### config.mk
export PLATFORM = sky130hd
export DESIGN_NAME = nextion_tx_sched
export DESIGN_NICKNAME = d
export VERILOG_FILES = /design/src/rtl/nextion_tx_sched.sv
export SDC_FILE = /design/constraint.sdc
export NUM_CORES = 1
export LEC_CHECK = 0
export ABC_AREA = 1
export BUFFER_PORTS_ARGS = -buffer_cell sky130_fd_sc_hd__buf_2
export CORE_MARGIN = 4
export CORE_UTILIZATION = 45
export DETAILED_ROUTE_END_ITERATION = 8
export HOLD_SLACK_MARGIN = 0.15
export PLACE_DENSITY = 0.66
export SLEW_MARGIN = 25
export SYNTH_ARGS = -nofsm -noshare
export SYNTH_HDL_FRONTEND = slang
export SYNTH_SLANG_ARGS = --single-unit
### constraint.sdc
create_clock -name clk -period 4.05 [get_ports clk]
set_input_delay 1.0125 -clock clk [delete_from_list [all_inputs] [get_ports clk]]
set_output_delay 1.0125 -clock clk [all_outputs]
set_load 0.03 [all_outputs]
### src/rtl/nextion_tx_sched.sv
// Nextion message scheduler: arbitrates waveform/readout requests, formats
// the value as decimal ASCII and streams the frame to the UART transmitter.
module nextion_tx_sched #(
    parameter int WAVE_ID = 1,
    parameter int WAVE_CH = 0,
    parameter int NUM_OBJ = 0,
    parameter bit TERM_NL = 1'b0
) (
    input  logic        clk,
    input  logic        RST_n,
    input  logic        req_wave,
    input  logic [7:0]  wave_val,
    output logic        ack_wave,
    input  logic        req_num,
    input  logic [15:0] num_val,
    output logic        ack_num,
    output logic [7:0]  tx_data,
    output logic        tx_start,
    input  logic        tx_busy,
    output logic        busy,
    output logic        frame_done
);

    localparam logic [2:0] S_IDLE    = 3'd0;
    localparam logic [2:0] S_GRANT   = 3'd1;
    localparam logic [2:0] S_CONV    = 3'd2;
    localparam logic [2:0] S_SEND    = 3'd3;
    localparam logic [2:0] S_WAIT_HI = 3'd4;
    localparam logic [2:0] S_WAIT_LO = 3'd5;
    localparam logic [2:0] S_DONE    = 3'd6;

    localparam logic [7:0] WID = 8'(48 + WAVE_ID);
    localparam logic [7:0] WCH = 8'(48 + WAVE_CH);
    localparam logic [7:0] NOB = 8'(48 + NUM_OBJ);
    localparam logic [7:0][7:0] WPRE = {",", WCH, ",", WID, " ", "d", "d", "a"};
    localparam logic [7:0][7:0] NPRE = {8'h00, "=", "l", "a", "v", ".", NOB, "n"};
    localparam logic [4:0] TAIL = TERM_NL ? 5'd3 : 5'd2;

    logic [2:0]       state;
    logic             rr;
    logic             sel_num;
    logic [15:0]      val;
    logic [2:0]       pidx;
    logic [3:0]       cur;
    logic [4:0][3:0]  dig;
    logic [2:0]       ndig;
    logic [4:0]       idx;
    logic [4:0]       pre_len;
    logic [4:0]       dig_end;
    logic [4:0]       ff_end;
    logic [4:0]       last_idx;
    logic [2:0]       doff;
    logic [15:0]      pow;
    logic [7:0]       byte_nx;
    logic             in_pre;
    logic             in_dig;
    logic             in_ff;
    logic             in_nl;

    always_comb begin
        pow = 16'd1;
        unique case (pidx)
            3'd0:    pow = 16'd10000;
            3'd1:    pow = 16'd1000;
            3'd2:    pow = 16'd100;
            3'd3:    pow = 16'd10;
            default: pow = 16'd1;
        endcase
    end

    // Frame layout: prefix, digits, FF FF FF, optional newline.
    always_comb begin
        pre_len  = sel_num ? 5'd7 : 5'd8;
        dig_end  = pre_len + {2'b00, ndig};
        ff_end   = dig_end + 5'd3;
        last_idx = dig_end + TAIL;
        doff     = 3'(idx - pre_len);
        in_pre   = idx < pre_len;
        in_dig   = !in_pre && idx < dig_end;
        in_ff    = !in_pre && !in_dig && idx < ff_end;
        in_nl    = !in_pre && !in_dig && !in_ff;
        byte_nx  = 8'h0A;
        unique case (1'b1)
            in_pre:  byte_nx = sel_num ? NPRE[idx[2:0]] : WPRE[idx[2:0]];
            in_dig:  byte_nx = {4'h3, dig[doff]};
            in_ff:   byte_nx = 8'hFF;
            in_nl:   byte_nx = 8'h0A;
            default: byte_nx = 8'h0A;
        endcase
    end

    always_ff @(posedge clk) begin
        if (!RST_n) begin
            state    <= S_IDLE;
            rr       <= 1'b0;
            sel_num  <= 1'b0;
            val      <= '0;
            pidx     <= '0;
            cur      <= '0;
            dig      <= '0;
            ndig     <= '0;
            idx      <= '0;
            tx_data  <= 8'h00;
            tx_start <= 1'b0;
        end else begin
            tx_start <= 1'b0;
            unique case (state)
                S_IDLE: begin
                    if (req_wave || req_num) begin
                        sel_num <= req_num && (!req_wave || rr);
                        state   <= S_GRANT;
                    end
                end
                S_GRANT: begin
                    val   <= sel_num ? num_val : {8'h00, wave_val};
                    rr    <= !sel_num;
                    pidx  <= sel_num ? 3'd0 : 3'd2;
                    cur   <= '0;
                    ndig  <= '0;
                    idx   <= '0;
                    state <= S_CONV;
                end
                S_CONV: begin
                    if (val >= pow) begin
                        val <= val - pow;
                        cur <= cur + 4'd1;
                    end else begin
                        // Units digit is always emitted so 0 gives "0".
                        if (cur != 4'd0 || ndig != 3'd0 || pidx == 3'd4) begin
                            dig[ndig] <= cur;
                            ndig      <= ndig + 3'd1;
                        end
                        cur <= '0;
                        if (pidx == 3'd4) state <= S_SEND;
                        else pidx <= pidx + 3'd1;
                    end
                end
                S_SEND: begin
                    if (!tx_busy) begin
                        tx_data  <= byte_nx;
                        tx_start <= 1'b1;
                        state    <= S_WAIT_HI;
                    end
                end
                S_WAIT_HI: begin
                    if (tx_busy) state <= S_WAIT_LO;
                end
                S_WAIT_LO: begin
                    if (!tx_busy) begin
                        if (idx == last_idx) begin
                            state <= S_DONE;
                        end else begin
                            idx   <= idx + 5'd1;
                            state <= S_SEND;
                        end
                    end
                end
                S_DONE:  state <= S_IDLE;
                default: state <= S_IDLE;
            endcase
        end
    end

    assign ack_wave   = (state == S_GRANT) && !sel_num;
    assign ack_num    = (state == S_GRANT) && sel_num;
    assign busy       = (state != S_IDLE);
    assign frame_done = (state == S_DONE);

endmodule

Yosys cells after proc, flatten, opt, wreduce, memory -nomap -nowiden

Memories as Yosys holds them, arrays and structs flattened. A register that Yosys moved wholly into a read port is not among the register bits.
Index checks and enable logic that the tools add are counted.
W data, S select, Z words.

Bits of input ports: 29
ROM bits: 128
Register bits after elaboration: 65
Word-level logic and storage cells: 127
Memories: 2
Output and inout port bits: 13

Mux-type cells: 39
Reductions and logical operators: 31
Magnitude comparators: 8
$add $sub $neg: 9
Bitwise operators: 2
Equal/unequal tests: 21

Memories:

| memory           | words | width | read ports | clocked after memory_dff | wr ports | RTL line | source |
|---|---|---|---|---|---|---|---|
| (name not given) | 8     | 8     | 1          | 1                        | 0        | 84       | `in_pre: byte_nx = sel_num ? NPRE[idx[2:0]] : WPRE[idx[2:0]];` |
| (name not given) | 8     | 8     | 1          | 1                        | 0        | 84       |  |

Operators by type and width:

| kind                  | count |
|---|---|
| $pmux W14 S4          | 1 |
| $mux W3               | 15 |
| $mux W16              | 2 |
| $pmux W16 S2          | 1 |
| $mux W8               | 3 |
| $pmux W8 S3           | 1 |
| $bwmux W20            | 1 |
| $ne A2 B2 Y1 const B  | 10 |
| $pmux W3 S6           | 1 |
| $ge A16 B16 Y1        | 1 |
| $mux W4               | 4 |
| $sub A16 B16 Y16      | 1 |
| $bmux W4 S3           | 1 |
| $demux W4 S3          | 1 |
| $eq A3 B2 Y1 const B  | 4 |
| $eq A3 B3 Y1 const B  | 4 |
| $lt A3 B4 Y1 const B  | 3 |
| $pmux W3 S2           | 2 |
| $reduce_and A3 Y1     | 4 |
| $add A5 B2 Y5 const B | 2 |
| $lt A5 B5 Y1          | 2 |
| $mux W5               | 2 |
| $pmux W5 S2           | 1 |
| $pmux W4 S2           | 1 |
| 21 further kinds      | 42 |

Logic depth before layout (Yosys ltp)

Gate-level depths: netlist of run 1.

Depth after elaboration: 9
Mapped depth: 21
Gate-level depth less buffers: 20

Worst setup path after synthesis of run 1

OpenSTA, ideal clock, no wires.

Path kind: register -> register
Start point: register sel_num
End point: register with a tool-made name
Setup slack: 0.818 ns
Data required time: 3.936 ns
Period minus slack after synthesis: 3.232 ns
Library setup time: 0.114 ns
Cell stages (with the launch flop): 17
Arrival: 3.119 ns
Cell sequence: dfxtp_1 > inv_2 > buf_2 > ha_1 > xor2_2 > inv_1 > ha_1 > a211o_1 > nor2_4 > nand3_4 > nand2_4 > o21ai_2 > nor2_2 > inv_1 > ha_1 > nand3_1 > nand2_1

RTL lines:

| item                   | RTL line | source |
|---|---|---|
| start, declared        | 41       | `logic sel_num;` |
| start signal, assigned | 110      | `sel_num <= req_num && (!req_wave \|\| rr);` |

==> results of run 1 <==
==> power by group through the flow <==
stage               combinational (uW)  sequential (uW)  clock [uW]
finish                            2800             1060         740
global route                      3230             1080         792
CTS                               2820             1060         761
detailed placement                2790             1070           0
global placement                  2750             1070           0
floorplan                         2250             1050           0
==> layout by cell type, fill, tap and decap left out, drive strengths merged, types with 5 or more instances in the layout <==
master and count:
xor2 12, nand2 200, clkbuf 11, nor3 16, dfxtp 76, ha 47
a22oi 5, nor2 82, o211a 6, nand3 71, inv 94, o21ai 43
a21oi 72, buf 44
==> stage by stage <==
step / total power, uW / cells
floorplan: 3300 / 779
detailed placement: 3860 / 946
finish: 4600 / 962
global route: 5100 / 962
global placement: 3820 / 946
CTS: 4640 / 962
==> worst min path at each step <==
| stage | start | to | depth (start not counted) |
|---|---|---|---|
| finish | tx_data[4] | tx_data[4] | 2 |
| global placement | tx_data[4] | tx_data[4] | 2 |
| detailed placement | tx_data[0] | tx_data[0] | 2 |
| floorplan | val[0] | val[0] | 2 |
| CTS | tx_data[0] | tx_data[0] | 2 |
| global route | tx_data[0] | tx_data[0] | 2 |
==> kinds of logic (layout without fill, tap and decap cells) <==
logic type,count (synthesis),count (layout),share of synthesized area
xor+xnor,13,13,0.0223
buf+inv,115,155,0.0901
flops,76,76,0.280
compound gates,149,149,0.166
simple gates,376,376,0.322
fa+ha+maj,50,50,0.119
==> synth_stat cells, types with 5 or more instances <==
library cell	instances
nand2_2	21
nand2_1	175
dfxtp_1	76
a21oi_2	10
nand3_1	64
o211a_1	6
nor2_1	75
inv_1	81
ha_1	47
a21oi_1	61
xor2_1	11
nand3_2	5
inv_2	12
a22oi_1	5
buf_2	5
nor3_1	12
clkbuf_1	6
o21ai_0	37
==> worst register-to-register path, stage by stage, from the launching register on <==
cell and delay, ns:
dfxtp_1 0.41, ha_1 0.27, fa_1 0.44, xor2_2 0.27, inv_1 0.11, ha_1 0.30, o21ai_0 0.08, a211o_1 0.26
nor2_4 0.15, nand3_4 0.11, nand2_4 0.12, o21ai_2 0.09, nor2_2 0.16, inv_1 0.09, ha_1 0.32, nand3_1 0.11
nand2_1 0.06
==> layout make-up <==
cell class	count	area (um^2)	share of cell area
inverters	95	362	0.0604
clock buffers	11	233	0.0389
clock inverters	5	38.8	0.00648
repair buffers	44	228	0.0381
multi-input cells	588	3420	0.572
flip-flops and latches	76	1520	0.254
well taps	143	179	0.0299
==> layer usage <==
metal,vias up,wire length [um]
li1,2631,-
met1,2291,6020
met2,91,6380
met3,11,585
met4,0,115
met5,-,0
==> out/metrics.yaml, run 1 <==
wl_um: 13100
design_area_um2: 5980
grt_pass1_vias: 4847
synth_edf_count: 0
slew_violations: 0
critical-path-top-delay-family: "adder cells"
nFillCells: 1156
r2r-start: "ndig[0]"
viasPerCell: 5.22
reg2reg_slack_ns: 0.58
synthArstFlopShare: 0
hold_viol: 0
worstPathCellList: "ha_1, fa_1, xor2_2, inv_1, ha_1, o21ai_0, a211o_1, nor2_4, nand3_4, nand2_4, o21ai_2, nor2_2, inv_1, ha_1, nand3_1, nand2_1"
cpMostUsedCell: "ha_1"
path_max_fanout: 8
htree_levels: 3
io_pins: 42
synth_seq_cells: 76
cts_hold_buf: 0
routabilityCongestion: 0.915
layout_min_cycle_time_ns: 3.47
p_sw_frac: 0.504
setup_viol: 0
antenna_cells: 0
cp.arrival_ns: 3.71
coreArea_um2: 11600
clock-root-buffer: "clkbuf_16"
area_growth_pct: 10.1
rsz0062_at_grt: "no"
syn-num-nets: 858
cap_viol_max_count: 0
max_freq_mhz: 288
path_depth: 16
final_nets: 893
seqPwrFrac: 0.230
leakagePower_uw: 0.00281
worst_hold_slack_ns: 0.463
reg2regPathDepth: 16
fin_setup_tns_ns: 0
max_stage_delay_ns: 0.44
insertion_delay_ns: 0.34
wl_per_cell_um: 13.6
ys_seq_area_frac: 0.280
layout_setup_ws_ns: 0.578
grt_pass1_wl_um: 22600
relSlewSlack: 0.571
post_cts_buffers: 0
detail-route-antenna-nets: 0
drt-initial-drc-count: 201
grtUsageMet1: 0.242
drive_gt1_frac: 0.158
yosysWarnings: 0
cts_buffers: 9
clkPwrFrac: 0.161
clkTransAtPathRegs_ns: 0.06
post_dp_cell_area_um2: 5710
startpoint_type: "register"
met2_usage: 0.351
rows: 39
synthCells: 779
dp_hpwl_um: 9990
cp-startpoint: "ndig[0]"
min_period_over_period: 0.857
yosysTopAreaCell: "dfxtp_1"
finClkSkew_ns: 0.00683
die_h_um: 118
post_synth_main_area_contributors: "dfxtp_1, nand2_1, ha_1, nand3_1, a21oi_1"
grt_antenna_before_repair: 0
worstHoldPathType: "reg2reg"
synth_flop_cell: "dfxtp_1"
die_w_um: 118
synth_cell_types: 53
crit_buf_inv: 2
worst_slew_pin_slew_ns: 0.641
grt-ovfl-total: 0
power.density_nw_per_um2: 770
cts_resized: 0
num_vias: 5024
gr-usage-all-layers: 0.196
slowest_stage: "fa_1"
p_sw_uw: 2320
cts_tree: "yes"
p_int_uw: 2280
drc: 0
vdd_drop_max_mv: 0.414
portBuffers: 41
postLayoutCoreUtil: 0.515
grt_max_degree: 37
synth_top_area_frac: 0.280
outcome: "complete, no violations"
cts_sinks: 76
syn_area_per_cell_um2: 6.97
die_area_um2: 13900
pre_cts_slack_ns: 0.579
gr-usage-met3: 0.0432
critPathKind: "reg2reg"
cts.path.max_buffers: 2
pwr-share-comb: 0.609
busiest_layer: "met2"
firstDrtPassIters: 4
worst_setup_path_end_kind: "register"
initial_core_util: 0.468
required_ns: 4.29
syn_area_um2: 5430
(Power assumes the default switching activity.)
==> inputs of run 2 (changes only) <==
--- a/config.mk
+++ b/config.mk
@@ -10,8 +10,8 @@
 export CORE_MARGIN = 4
 export CORE_UTILIZATION = 45
 export DETAILED_ROUTE_END_ITERATION = 8
+export GPL_TIMING_DRIVEN = 0
 export HOLD_SLACK_MARGIN = 0.15
-export PLACE_DENSITY = 0.66
 export SLEW_MARGIN = 25
 export SYNTH_ARGS = -nofsm -noshare
 export SYNTH_HDL_FRONTEND = slang
==> out/metrics.yaml, run 2 (same netlist as run 1, synthesis figures left out) <==
outcome: "complete, no violations"
critical-path-top-delay-family: "adder cells"
slew_violations: 0
dp_hpwl_um: 11000
cts_sinks: 76
firstDrtPassIters: 5
wl_um: 14500
hold_viol: 0
critPathKind: "reg2reg"
grt_pass1_vias: 5114
p_total_uw: 4870
drive_gt1_frac: 0.168
cts_buffers: 9
rsz0062_at_grt: "no"
drt-initial-drc-count: 348
viasPerCell: 5.26
die_h_um: 118
vdd_drop_max_mv: 0.474
final_nets: 909
cpMostUsedCell: "ha_1"
htree_levels: 3
coreArea_um2: 11600
clock-root-buffer: "clkbuf_16"
finClkSkew_ns: 0.0106
layout_min_cycle_time_ns: 3.57
area_growth_pct: 12.7
design_area_um2: 6120
power.density_nw_per_um2: 795
crit_buf_inv: 4
worst_slew_pin_slew_ns: 0.800
grt-ovfl-total: 0
post_dp_cell_area_um2: 5810
num_vias: 5146
worst_setup_path_end_kind: "register"
antenna_cells: 0
grt_pass1_wl_um: 24200
max_stage_delay_ns: 0.48
worstPathCellList: "inv_2, buf_2, ha_1, xor2_2, inv_1, ha_1, o21ai_0, a211o_1, nor2_4, nand3_4, nand2_4, o21ai_2, nor2_2, inv_1, ha_1, nand3_1, nand2_1"
drc: 0
relSlewSlack: 0.467
wl_per_cell_um: 14.8
cp.arrival_ns: 3.81
cap_viol_max_count: 0
clkTransAtPathRegs_ns: 0.06
required_ns: 4.29
layout_commonest_cell: "nand2_1"
portBuffers: 40
cts_tree: "yes"
placedCellCount: 962
startpoint_type: "register"
worst_hold_slack_ns: 0.461
leakagePower_uw: 0.00289
cts_hold_buf: 0
die_area_um2: 13900
gr-usage-all-layers: 0.213
path_max_fanout: 12
slowest_stage: "dfxtp_2"
io_pins: 42
post_cts_buffers: 0
insertion_delay_ns: 0.35
max_freq_mhz: 280
final_cell_mix: "nand2_1, inv_1, nor2_1, dfxtp_1, nand3_1"
cts.path.max_buffers: 2
fin_setup_tns_ns: 0
initial_core_util: 0.468
grt_antenna_before_repair: 0
routabilityCongestion: 0.939
min_period_over_period: 0.882
final_cells: 978
detail-route-antenna-nets: 0
grt_max_degree: 15
die_w_um: 118
rows: 39
cts_resized: 0
worstHoldPathType: "reg2reg"
setup_viol: 0
run 2: where the power goes:
group | total (uW) | leakage, uW | internal [uW] | switching [uW]
clock network | 846 | 0.000145 | 499 | 347
registers | 1060 | 0.000620 | 916 | 143
logic | 2960 | 0.00213 | 1000 | 1960
total | 4870 | 0.00289 | 2410 | 2450
run 2: per-stage QoR:
step | worst slack (ns) | util
final | 0.479 | 0.527
after global routing | 0.171 | 0.527
after CTS | 0.312 | 0.527
after detailed placement | 0.329 | 0.500
after global placement | 0.383 | 0.500
after floorplan | 0.818 | -
run 2: worst paths after layout:
path / endpoint / start / depth (start not counted) / slack, ns
max reg2reg: register / sel_num / 17 / 0.48
min reg2reg: tx_data[5] / tx_data[5] / 2 / 0.46
min: tx_data[5] / tx_data[5] / 2 / 0.46
max: register / sel_num / 17 / 0.48
run 2: final cells by class:
type	count	area, um^2
buffer	20	128
clock buffer	10	239
clock inverter	6	71.3
fill	1208	5490
inverter	95	362
multi-input combinational	588	3420
sequential	76	1520
tap	143	179
timing repair buffer	40	200
run 2: worst min-delay path, cell delays in order (launching register included):
cell and delay (ns):
dfxtp_1 0.31, nand2_1 0.06, a21oi_1 0.05
run 2: metal layers:
metal	GRT usage	wire length, um	vias up	part of all wire
met5	0	0	-	0
met4	0.0813	300	0	0.021
met3	0.0432	769	24	0.053
met2	0.363	6900	128	0.48
met1	0.264	6510	2322	0.45
li1	-	-	2672	-
==> inputs of run 3 (changes only) <==
--- a/config.mk
+++ b/config.mk
@@ -6,7 +6,7 @@
 export NUM_CORES = 1
 export LEC_CHECK = 0
 export ABC_AREA = 1
-export BUFFER_PORTS_ARGS = -buffer_cell sky130_fd_sc_hd__buf_2
+export BUFFER_PORTS_ARGS = -buffer_cell sky130_fd_sc_hd__buf_4
 export CORE_MARGIN = 4
 export CORE_UTILIZATION = 45
 export DETAILED_ROUTE_END_ITERATION = 8
==> constraint.sdc (replaced) <==
create_clock -name clk -period 3.3 [get_ports clk]
set_input_delay 0.825 -clock clk [delete_from_list [all_inputs] [get_ports clk]]
set_output_delay 0.825 -clock clk [all_outputs]
set_load 0.03 [all_outputs]
==> out/metrics.yaml, run 3 (same netlist as run 1, synthesis figures left out) <==
cts_tree: "yes"
layout_min_cycle_time_ns: 3.14
io_pins: 42
htree_levels: 3
max_stage_delay_ns: 0.38
setup_viol: 0
grt_pass1_wl_um: 23900
vdd_drop_max_mv: 0.479
min_period_over_period: 0.952
critPathKind: "reg2reg"
nFillCells: 1192
grt_max_degree: 15
worstHoldPathType: "reg2reg"
required_ns: 3.54
slowest_stage: "dfxtp_4"
detail-route-antenna-nets: 0
rows: 39
drc: 0
firstDrtPassIters: 4
die_area_um2: 13900
design_area_um2: 6400
cp.arrival_ns: 3.38
worstPathCellList: "ha_2, fa_2, xor2_2, inv_2, ha_2, o21ai_0, a211o_1, nor2_4, nand3_4, nand2_8, o21ai_2, nor2_2, inv_2, ha_4, inv_1, nand2_1, nand2_1"
drive_gt1_frac: 0.198
viasPerCell: 5.32
finClkSkew_ns: 0.00714
leakagePower_uw: 0.00297
relSlewSlack: 0.474
rsz0062_at_grt: "yes"
routabilityCongestion: 0.942
gr-usage-all-layers: 0.210
worst_setup_path_end_kind: "register"
hold_viol: 0
layout_commonest_cell: "nand2_1"
initial_core_util: 0.468
max_freq_mhz: 318
cts_sinks: 76
cap_viol_max_count: 0
startpoint_type: "register"
cts.path.max_buffers: 2
outcome: "complete, no violations"
dp_hpwl_um: 11100
clkTransAtPathRegs_ns: 0.06
final_cell_mix: "nand2_1, inv_1, nor2_1"
slew_violations: 0
insertion_delay_ns: 0.34
wl_um: 14600
drt-initial-drc-count: 311
wl_per_cell_um: 14.7
cts_buffers: 9
coreArea_um2: 11600
post_dp_cell_area_um2: 5910
die_h_um: 118
grt-ovfl-total: 0
p_total_uw: 6130
area_growth_pct: 17.9
portBuffers: 40
clock-root-buffer: "clkbuf_16"
antenna_cells: 0
die_w_um: 118
grt_pass1_vias: 5034
num_vias: 5258
path_max_fanout: 10
grt_antenna_before_repair: 0
worst_slew_pin_slew_ns: 0.789
power.density_nw_per_um2: 957
final_nets: 919
## run 3: cell count changes in the layout (fill, tap and decap cells not counted), sizes merged
cell,change
clkinv,-1
inv,+1
clkinvlp,-1
bufinv,+1
buf,+10
## run 3: routing by layer
metal	global-route usage	wire length [um]	part of all wire
met5	0	0	0
met4	0.0864	393	0.027
met3	0.0322	615	0.042
met2	0.359	7020	0.48
met1	0.264	6520	0.45
## run 3: timing repair
| item | in CTS | in global routing |
|---|---|---|
| endpoints found under the setup margin | 15 | 51 |
| hold buffers | 0 | 0 |
| buffers inserted | 2 | 8 |
| endpoints found under the hold margin | 0 | 0 |
| resized for setup | 6 | 18 |
| pin swaps | 2 | 5 |
| gates cloned | 0 | 0 |
## run 3: worst paths after layout
path | start | endpoint | slack (ns) | depth (start not counted)
worst max-delay path | sel_num | register | 0.16 | 17
worst min-delay path | tx_data[0] | tx_data[0] | 0.47 | 2
worst max register to register | sel_num | register | 0.16 | 17
worst min register to register | tx_data[0] | tx_data[0] | 0.47 | 2
## run 3: area by class of cell
cell class	instances	area, um^2	area share
buffer	20	130	0.0203
clock buffer	10	239	0.0373
inverter	95	362	0.0565
multi-input combinational	588	3490	0.546
clock inverter	6	93.8	0.0147
sequential	76	1530	0.239
timing repair buffer	50	375	0.0586
tap	143	179	0.0279
## run 3: power by group
group / leakage, uW / internal (uW) / switching [uW]
sequential: 0.000621 / 1130 / 173
clock: 0.000160 / 690 / 425
combinational: 0.00219 / 1310 / 2410
## run 3: stage by stage
step / setup TNS [ns] / util / std cells / setup WS [ns] / hold WS, ns
3_3_place_gp: -3.38 / 0.509 / 962 / -0.360 / 0.454
3_5_place_dp: -3.94 / 0.509 / 962 / -0.412 / 0.459
4_1_cts: 0 / 0.541 / 980 / 0.00697 / 0.468
2_1_floorplan: 0 / - / 779 / 0.0676 / 0.435
6_report: 0 / 0.551 / 988 / 0.159 / 0.465
5_1_grt: -0.0947 / 0.551 / 988 / -0.0438 / 0.488
## run 3: worst max-delay path, delay by kind of cell, from the launching register on
family	cells	cell delay [ns]
compound gates	3	0.42
xor+xnor	1	0.21
fa+ha+maj	4	1.19
buf+inv	3	0.18
flops	1	0.38
simple gates	6	0.63
